**config.mk**
```make
export PLATFORM = sky130hd
export DESIGN_NAME = sequence_player
export DESIGN_NICKNAME = d
export VERILOG_FILES = /design/src/rtl/sequence_player.sv
export SDC_FILE = /design/constraint.sdc
export NUM_CORES = 1
export LEC_CHECK = 0
export CORE_AREA = 4 4 62 64
export CTS_CLUSTER_DIAMETER = 60
export DETAILED_ROUTE_END_ITERATION = 8
export DIE_AREA = 0 0 66 68
export PLACE_DENSITY = 0.84
export SLEW_MARGIN = 20
export SYNTH_ARGS = -nofsm -noshare
export SYNTH_HDL_FRONTEND = slang
export SYNTH_SLANG_ARGS = --single-unit
```
**constraint.sdc**
```tcl
create_clock -name clock -period 3.55 [get_ports clock]
set_input_delay 0.5325 -clock clock [delete_from_list [all_inputs] [get_ports clock]]
set_output_delay 0.5325 -clock clock [all_outputs]
set_load 0.01 [all_outputs]
```
**src/rtl/sequence_player.sv**
```systemverilog
// Playback engine for the sequence game: walks a synchronous ROM from address 0
// to a latched limit, lighting each note for ON_CYCLES with OFF_CYCLES blank gaps.
module sequence_player #(
  parameter int ON_CYCLES  = 500,
  parameter int OFF_CYCLES = 250,
  parameter int CNT_W      = 13
) (
  input  logic       clock,
  input  logic       reset,
  input  logic       start,
  input  logic       stop,
  input  logic [3:0] limit,
  input  logic [6:0] rom_data,
  output logic [3:0] rom_addr,
  output logic [6:0] leds,
  output logic       busy,
  output logic       done,
  output logic [2:0] db_state
);

  // Control unit handshake: start is a level sampled only in IDLE (no edge
  // detection), stop aborts from any state, done pulses once per completed run.
  typedef enum logic [2:0] {
    S_IDLE  = 3'd0,
    S_FETCH = 3'd1,
    S_SHOW  = 3'd2,
    S_GAP   = 3'd3,
    S_DONE  = 3'd4
  } state_t;

  localparam logic [CNT_W-1:0] FETCH_LAST = CNT_W'(1);
  localparam logic [CNT_W-1:0] ON_LAST    = CNT_W'(ON_CYCLES - 1);
  localparam logic [CNT_W-1:0] OFF_LAST   = CNT_W'(OFF_CYCLES - 1);

  state_t           state;
  logic [CNT_W-1:0] timer;
  logic [3:0]       limit_reg;
  logic [6:0]       note_reg;

  always_ff @(posedge clock) begin
    if (reset) begin
      state     <= S_IDLE;
      timer     <= '0;
      limit_reg <= '0;
      note_reg  <= '0;
      rom_addr  <= '0;
      busy      <= 1'b0;
      done      <= 1'b0;
    end else if (stop) begin
      state    <= S_IDLE;
      timer    <= '0;
      rom_addr <= '0;
      busy     <= 1'b0;
      done     <= 1'b0;
    end else begin
      case (state)
        S_IDLE: begin
          timer    <= '0;
          rom_addr <= '0;
          done     <= 1'b0;
          if (start) begin
            limit_reg <= limit;
            state     <= S_FETCH;
            busy      <= 1'b1;
          end else begin
            busy <= 1'b0;
          end
        end

        // Two cycles: one for the address to reach the ROM, one for its output register.
        S_FETCH: begin
          if (timer == FETCH_LAST) begin
            note_reg <= rom_data;
            timer    <= '0;
            state    <= S_SHOW;
          end else begin
            timer <= timer + 1'b1;
          end
        end

        S_SHOW: begin
          if (timer == ON_LAST) begin
            timer <= '0;
            if (rom_addr == limit_reg) begin
              state <= S_DONE;
              done  <= 1'b1;
            end else begin
              state <= S_GAP;
            end
          end else begin
            timer <= timer + 1'b1;
          end
        end

        S_GAP: begin
          if (timer == OFF_LAST) begin
            timer    <= '0;
            rom_addr <= rom_addr + 4'd1;
            state    <= S_FETCH;
          end else begin
            timer <= timer + 1'b1;
          end
        end

        S_DONE: begin
          timer    <= '0;
          done     <= 1'b0;
          busy     <= 1'b0;
          rom_addr <= '0;
          state    <= S_IDLE;
        end

        default: begin
          timer    <= '0;
          done     <= 1'b0;
          busy     <= 1'b0;
          rom_addr <= '0;
          state    <= S_IDLE;
        end
      endcase
    end
  end

  // The note register is only visible on the LEDs while in SHOW.
  assign leds     = (state == S_SHOW) ? note_reg : 7'd0;
  assign db_state = state;

endmodule

```
==> flow_summary_export.csv, run 1 <==
group,metric,value,unit
sta,clock_skew,0.00787,ns
clock_network,cts_inserted_buffers,5,
final_layout,drive_above_1_share,0.0657,
drt,finalWirelength,3110,um
clock_network,cts_buffer_depth,2,
global_route,antenna_found_initial,0,
sta,slew_violations,0,
logic_synthesis,async_flop_share,0,
logic_synthesis,syn-num-nets,198,
logic_synthesis,syn_area_per_cell,8.74,um2
floorplan,die_w,66,um
worst_setup_path,start_kind,"flop",
sta,fin_crit,2.47,ns
worst_setup_path,criticalPathCategory,"flop to output port",
drt,wl_per_cell,12.0,um
floorplan,placementRows,21,
logic_synthesis,ys_types,36,
clock_network,ctsHoldBuffers,0,
logic_synthesis,netlist_area,1570,um2
logic_synthesis,synth.top_cell.area_share,0.420,
power_and_ir_drop,p_per_area,337,nW/um2
drt,wl_met3,148,um
drt,antenna_left,0,
sta,max_slew_margin,0.579,
worst_setup_path,reg2reg_from,"timer[4]",
sta,fin_setup_tns,0,ns
floorplan,ioPinCount,31,
power_and_ir_drop,ir_worst_vdd,0.161,mV
worst_setup_path,reg2reg_depth,5,
power_and_ir_drop,leakagePower,0.763,nW
drt,via_per_inst,5.13,
drt,drt_iter0_drc,43,
worst_hold_path,holdPathStages,2,
worst_setup_path,rrSetupSlack,1.62,ns
final_layout,num-fill-cells,286,
logic_synthesis,yosysMostFrequentCell,"nor2_1",
logic_synthesis,yosys_warnings,0,
worst_setup_path,cp_max_fo,11,
worst_setup_path,critPathLaunch,"db_state[0]",
final_layout,largest_register_ffs,13,
placed_design,dp_hpwl,2280,um
global_route,grt_pass1_vias,1262,
final_layout,finalNonFillerCells,259,
power_and_ir_drop,finalPower,669,uW
final_layout,multi_input_area,862,um2
final_layout,antenna_cells,0,
clock_network,cts.sinks,33,
clock_network,cts_max_level,2,
placed_design,gp_congestion,0.798,
floorplan,core-area,3280,um2
logic_synthesis,ys_ff_latch,33,
clock_network,post_cts_buffers,0,
global_route,grt_pass1_wl,5420,um
drt,vias,1328,
placed_design,io_buffers,30,
floorplan,die_area,4490,um2
worst_setup_path,required,3.02,ns
global_route,overflow,0,
worst_hold_path,hold-path-endpoint,"busy",
logic_synthesis,netlist_top_cells_area,"dfxtp_1 42%, nor2_1 8.1%, xnor2_1 7.8%",
drt,drc,0,
clock_network,clock_latency,0.33,ns
final_layout,seqCellArea,661,um2
floorplan,fp.dieH,68,um
outcome,status,"complete, no violations",
final_layout,area_delta_synth_final,26.4,%
global_route,track_usage,0.160,
clock_network,cts_resized,0,
final_layout,num-nets-final,230,
drt,first_pass_iters,4,
sta,fin_hold_ws,0.481,ns
clock_network,tritoncts,"built",
worst_setup_path,crit_path_end_kind,"output port",
floorplan,initial_core_util,0.479,
worst_setup_path,timing.rr.end,"db_state[2]",
drt,m1WireLength,1490,um
sta,final-hold-violation-count,0,
placed_design,placed_cells_incl_taps,251,
drt,wl_met2,1410,um
logic_synthesis,synth_top_area_cell,"dfxtp_1",
logic_synthesis,synth_cells,180,
logic_synthesis,synth_ff_type,"dfxtp_1",
drt,top_layer,"met4",
logic_synthesis,synthTopCellsByCount,"34 x nor2_1, 33 x dfxtp_1, 14 x xnor2_1",
logic_synthesis,synth_edf_count,0,
logic_synthesis,seq_area_frac_synth,0.420,
sta,rsz0062_at_grt,"false",
sta,fmax,404,MHz
sta,worstMarginPinSlew,0.631,ns
sta,timing.final.crit_share,0.696,
worst_hold_path,min-delay-start,"busy",
clock_network,root_buffer,"clkbuf_4",
worst_hold_path,hp-class,"flop to flop",
global_route,grt_start_max_net_pins,23,
worst_setup_path,crit_arrival,1.94,ns
clock_network,path_clk_slew,0.10,ns
sta,setup_viol,0,
run,drv_cap,0,
cells in the final DEF (no fill, tap or decap), types with 3 or more instances in the layout:
| master | instances |
|---|---|
| nor2_1 | 34 |
| dfxtp_1 | 33 |
| clkdlybuf4s50_1 | 30 |
| xnor2_1 | 14 |
| and3_1 | 12 |
| mux2i_1 | 11 |
| nand3_1 | 8 |
| nor3_1 | 7 |
| inv_1 | 6 |
| nand2_1 | 6 |
| clkbuf_4 | 5 |
| nand4_1 | 4 |
| xor2_1 | 4 |
| nand2b_1 | 3 |
| o21ai_0 | 3 |
| ha_1 | 3 |
cell families (layout without fill, tap and decap cells):
logic type | Yosys count | in the layout | share of synthesized area
multiplexers | 11 | 11 | 0.0700
AO/OA/AOI/OAI | 12 | 12 | 0.0477
buffers and inverters | 13 | 46 | 0.0318
flip-flops | 33 | 33 | 0.420
adder cells (fa/ha/maj) | 3 | 3 | 0.0239
XOR/XNOR | 18 | 18 | 0.100
AND/OR/NAND/NOR | 90 | 90 | 0.306
power breakdown:
group          internal (mW)  leakage (nW)  switching, mW  total, mW
Sequential             0.375         0.267        0.00566      0.380
Clock                  0.115        0.0413          0.121      0.236
Combinational         0.0300         0.455         0.0229     0.0528
Total                  0.519         0.763          0.150      0.669
cell type report:
class                           instances  area share
Multi-Input combinational cell        134       0.434
Sequential cell                        33       0.332
Timing Repair Buffer                   32       0.159
Clock buffer                            7      0.0327
Tap cell                               46      0.0289
Inverter                                6      0.0113
Clock inverter                          1     0.00252
worst max-delay path, cell delays in order (launching register included):
cell             delay [ns]
dfxtp_1                0.41
nor2_1                 0.43
and3_1                 0.23
clkdlybuf4s50_1        0.53
worst max-delay path by stage:
stage	to	slack, ns	cells after the start
floorplan	db_state[2]	1.72	5
global placement	timer[11]	1.23	6
detailed placement	timer[9]	1.19	6
CTS	leds[6]	1.07	3
global route	leds[1]	0.93	3
finish	leds[1]	1.08	3
through the flow:
step	setup WS [ns]	cell area, um2	util
floorplan	1.72	1570	-
global placement	1.23	1920	0.584
detailed placement	1.19	1920	0.584
CTS	1.07	1990	0.605
global route	0.926	1990	0.605
finish	1.08	1990	0.605
routing by layer:
layer | GRT usage | vias up
li1 | - | 686
met3 | 0.0509 | 4
met5 | 0 | -
met2 | 0.247 | 30
met4 | 0.0838 | 0
met1 | 0.200 | 608
Power figures use the tool's default switching activity.
==> run 2: changes to the inputs <==
==> constraint.sdc (replaced) <==
create_clock -name clock -period 2.4 [get_ports clock]
set_input_delay 0.36 -clock clock [delete_from_list [all_inputs] [get_ports clock]]
set_output_delay 0.36 -clock clock [all_outputs]
set_load 0.01 [all_outputs]
==> flow_summary_export.csv, run 2 (synthesis results as in run 1) <==
group,metric,value,unit
drt,finalWirelength,3290,um
global_route,grt_pass1_wl,5580,um
clock_network,path_clk_slew,0.10,ns
drt,via_per_inst,5.19,
global_route,track_usage,0.162,
global_route,overflow,0,
worst_setup_path,crit_path_end_kind,"output port",
power_and_ir_drop,pwr-share-clk,0.356,
power_and_ir_drop,switching_share,0.230,
run,drv_cap,0,
floorplan,initial_core_util,0.479,
global_route,antenna_found_initial,0,
worst_setup_path,required,2.04,ns
final_layout,area_delta_synth_final,27.1,%
worst_setup_path,crit_arrival,1.83,ns
power_and_ir_drop,ir_worst_vdd,0.342,mV
global_route,grt_pass1_vias,1285,
floorplan,core-area,3280,um2
floorplan,die_w,66,um
sta,layout_setup_ws,0.209,ns
worst_hold_path,hp-class,"flop to flop",
sta,fmax,456,MHz
clock_network,cts_buffer_depth,2,
final_layout,layout_common_cells,"33 x nor2_1, 32 x dfxtp_1, 30 x clkdlybuf4s50_1",
drt,drc,0,
power_and_ir_drop,pwr-share-seq,0.563,
final_layout,largest_register_ffs,13,
sta,max_slew_margin,0.690,
final_layout,drive_above_1_share,0.0794,
clock_network,cts_inserted_buffers,5,
clock_network,clock_latency,0.34,ns
placed_design,dp_hpwl,2380,um
power_and_ir_drop,p_per_area,500,nW/um2
outcome,status,"complete, no violations",
drt,wl_per_cell,12.7,um
placed_design,gp_congestion,0.800,
sta,final-hold-violation-count,0,
sta,rsz0062_at_grt,"false",
placed_design,dpl_worst_slack,0.419,ns
drt,vias,1349,
clock_network,tritoncts,"built",
sta,slew_violations,0,
floorplan,die_area,4490,um2
clock_network,root_buffer,"clkbuf_4",
sta,clock_skew,0.00824,ns
sta,timing.final.crit_share,0.913,
clock_network,cts.sinks,33,
worst_setup_path,cp_max_fo,11,
worst_setup_path,criticalPathCategory,"flop to output port",
power_and_ir_drop,internal-power,770,uW
final_layout,num-nets-final,231,
drt,antenna_left,0,
global_route,grt_start_max_net_pins,23,
clock_network,post_cts_buffers,0,
power_and_ir_drop,power_switching,230,uW
floorplan,fp.dieH,68,um
power_and_ir_drop,leakagePower,0.769,nW
drt,first_pass_iters,4,
sta,setup_viol,0,
power_and_ir_drop,p_comb_frac,0.081,
sta,worstMarginPinSlew,0.464,ns
worst_setup_path,start_kind,"flop",
final_layout,antenna_cells,0,
floorplan,placementRows,21,
floorplan,ioPinCount,31,
sta,fin_crit,2.19,ns
final_layout,final_common_cell,"nor2_1",
sta,fin_setup_tns,0,ns
clock_network,cts_max_level,2,
drt,drt_iter0_drc,90,
placed_design,io_buffers,30,
-- run 2: changes by cell type in the layout (fill, tap and decap cells not counted) --
cell and change:
buf_4 +1, dfxtp_1 -1, dfxtp_2 +1, nor2_1 -1, nor2_2 +1
-- run 2: worst max-delay path: stages (launching register included) --
cell,delay (ns)
dfxtp_1,0.43
nor2_2,0.32
and3_1,0.21
clkdlybuf4s50_1,0.53
-- run 2: power groups by stage --
stage	registers [mW]	logic (mW)	clock network (mW)
floorplan	0.572	0.0406	0
global placement	0.575	0.0792	0
detailed placement	0.575	0.0799	0
CTS	0.563	0.0804	0.360
global route	0.565	0.0876	0.385
finish	0.563	0.0807	0.356
-- run 2: final cells by class --
type / count / area, um2
multi-input combinational: 134 / 865
fill: 294 / 1280
tap: 46 / 57.6
timing repair buffer: 33 / 323
inverter: 6 / 22.5
clock inverter: 1 / 5.00
sequential: 33 / 662
clock buffer: 7 / 65.1
-- run 2: worst paths after layout --
path              cells after the start  slack [ns]   startpoint     endpoint
setup / recovery                      3        0.21  db_state[0]      leds[2]
hold / removal                        2        0.49         busy         busy
setup reg to reg                      5        0.45     timer[4]  db_state[2]
hold reg to reg                       2        0.49         busy         busy
-- run 2: per-stage QoR --
| stage | power, mW | cell area [um2] | hold slack [ns] | cells | util |
|---|---|---|---|---|---|
| after global placement | 0.654 | 1930 | 0.457 | 252 | 0.586 |
| after detailed placement | 0.655 | 1930 | 0.463 | 252 | 0.586 |
| final | 1.00 | 2000 | 0.489 | 260 | 0.609 |
| after floorplan | 0.613 | 1570 | 0.432 | 180 | - |
| after CTS | 1.00 | 2000 | 0.488 | 260 | 0.608 |
| after global routing | 1.04 | 2000 | 0.502 | 260 | 0.609 |
-- run 2: metal layers --
| layer | up-vias | routed length [um] | GRT usage |
|---|---|---|---|
| met1 | 627 | 1620 | 0.207 |
| met5 | - | 0 | 0 |
| met3 | 8 | 134 | 0.0394 |
| met2 | 26 | 1460 | 0.253 |
| met4 | 0 | 80 | 0.0838 |
| li1 | 688 | - | - |
-- run 2: repair_timing --
item	4_1_cts	5_1_grt
hold endpoints to repair	0	0
gates resized for setup	0	2
hold buffers	0	0
setup endpoints to repair	0	7
==> run 3: changes to the inputs <==
--- a/config.mk
+++ b/config.mk
@@ -10,7 +10,7 @@
 export DETAILED_ROUTE_END_ITERATION = 8
 export DIE_AREA = 0 0 66 68
 export PLACE_DENSITY = 0.84
-export SLEW_MARGIN = 20
+export SLEW_MARGIN = 40
 export SYNTH_ARGS = -nofsm -noshare
 export SYNTH_HDL_FRONTEND = slang
 export SYNTH_SLANG_ARGS = --single-unit
==> results of run 3 <==
No change in the layout: final DEF, timing and power equal those of run 2.
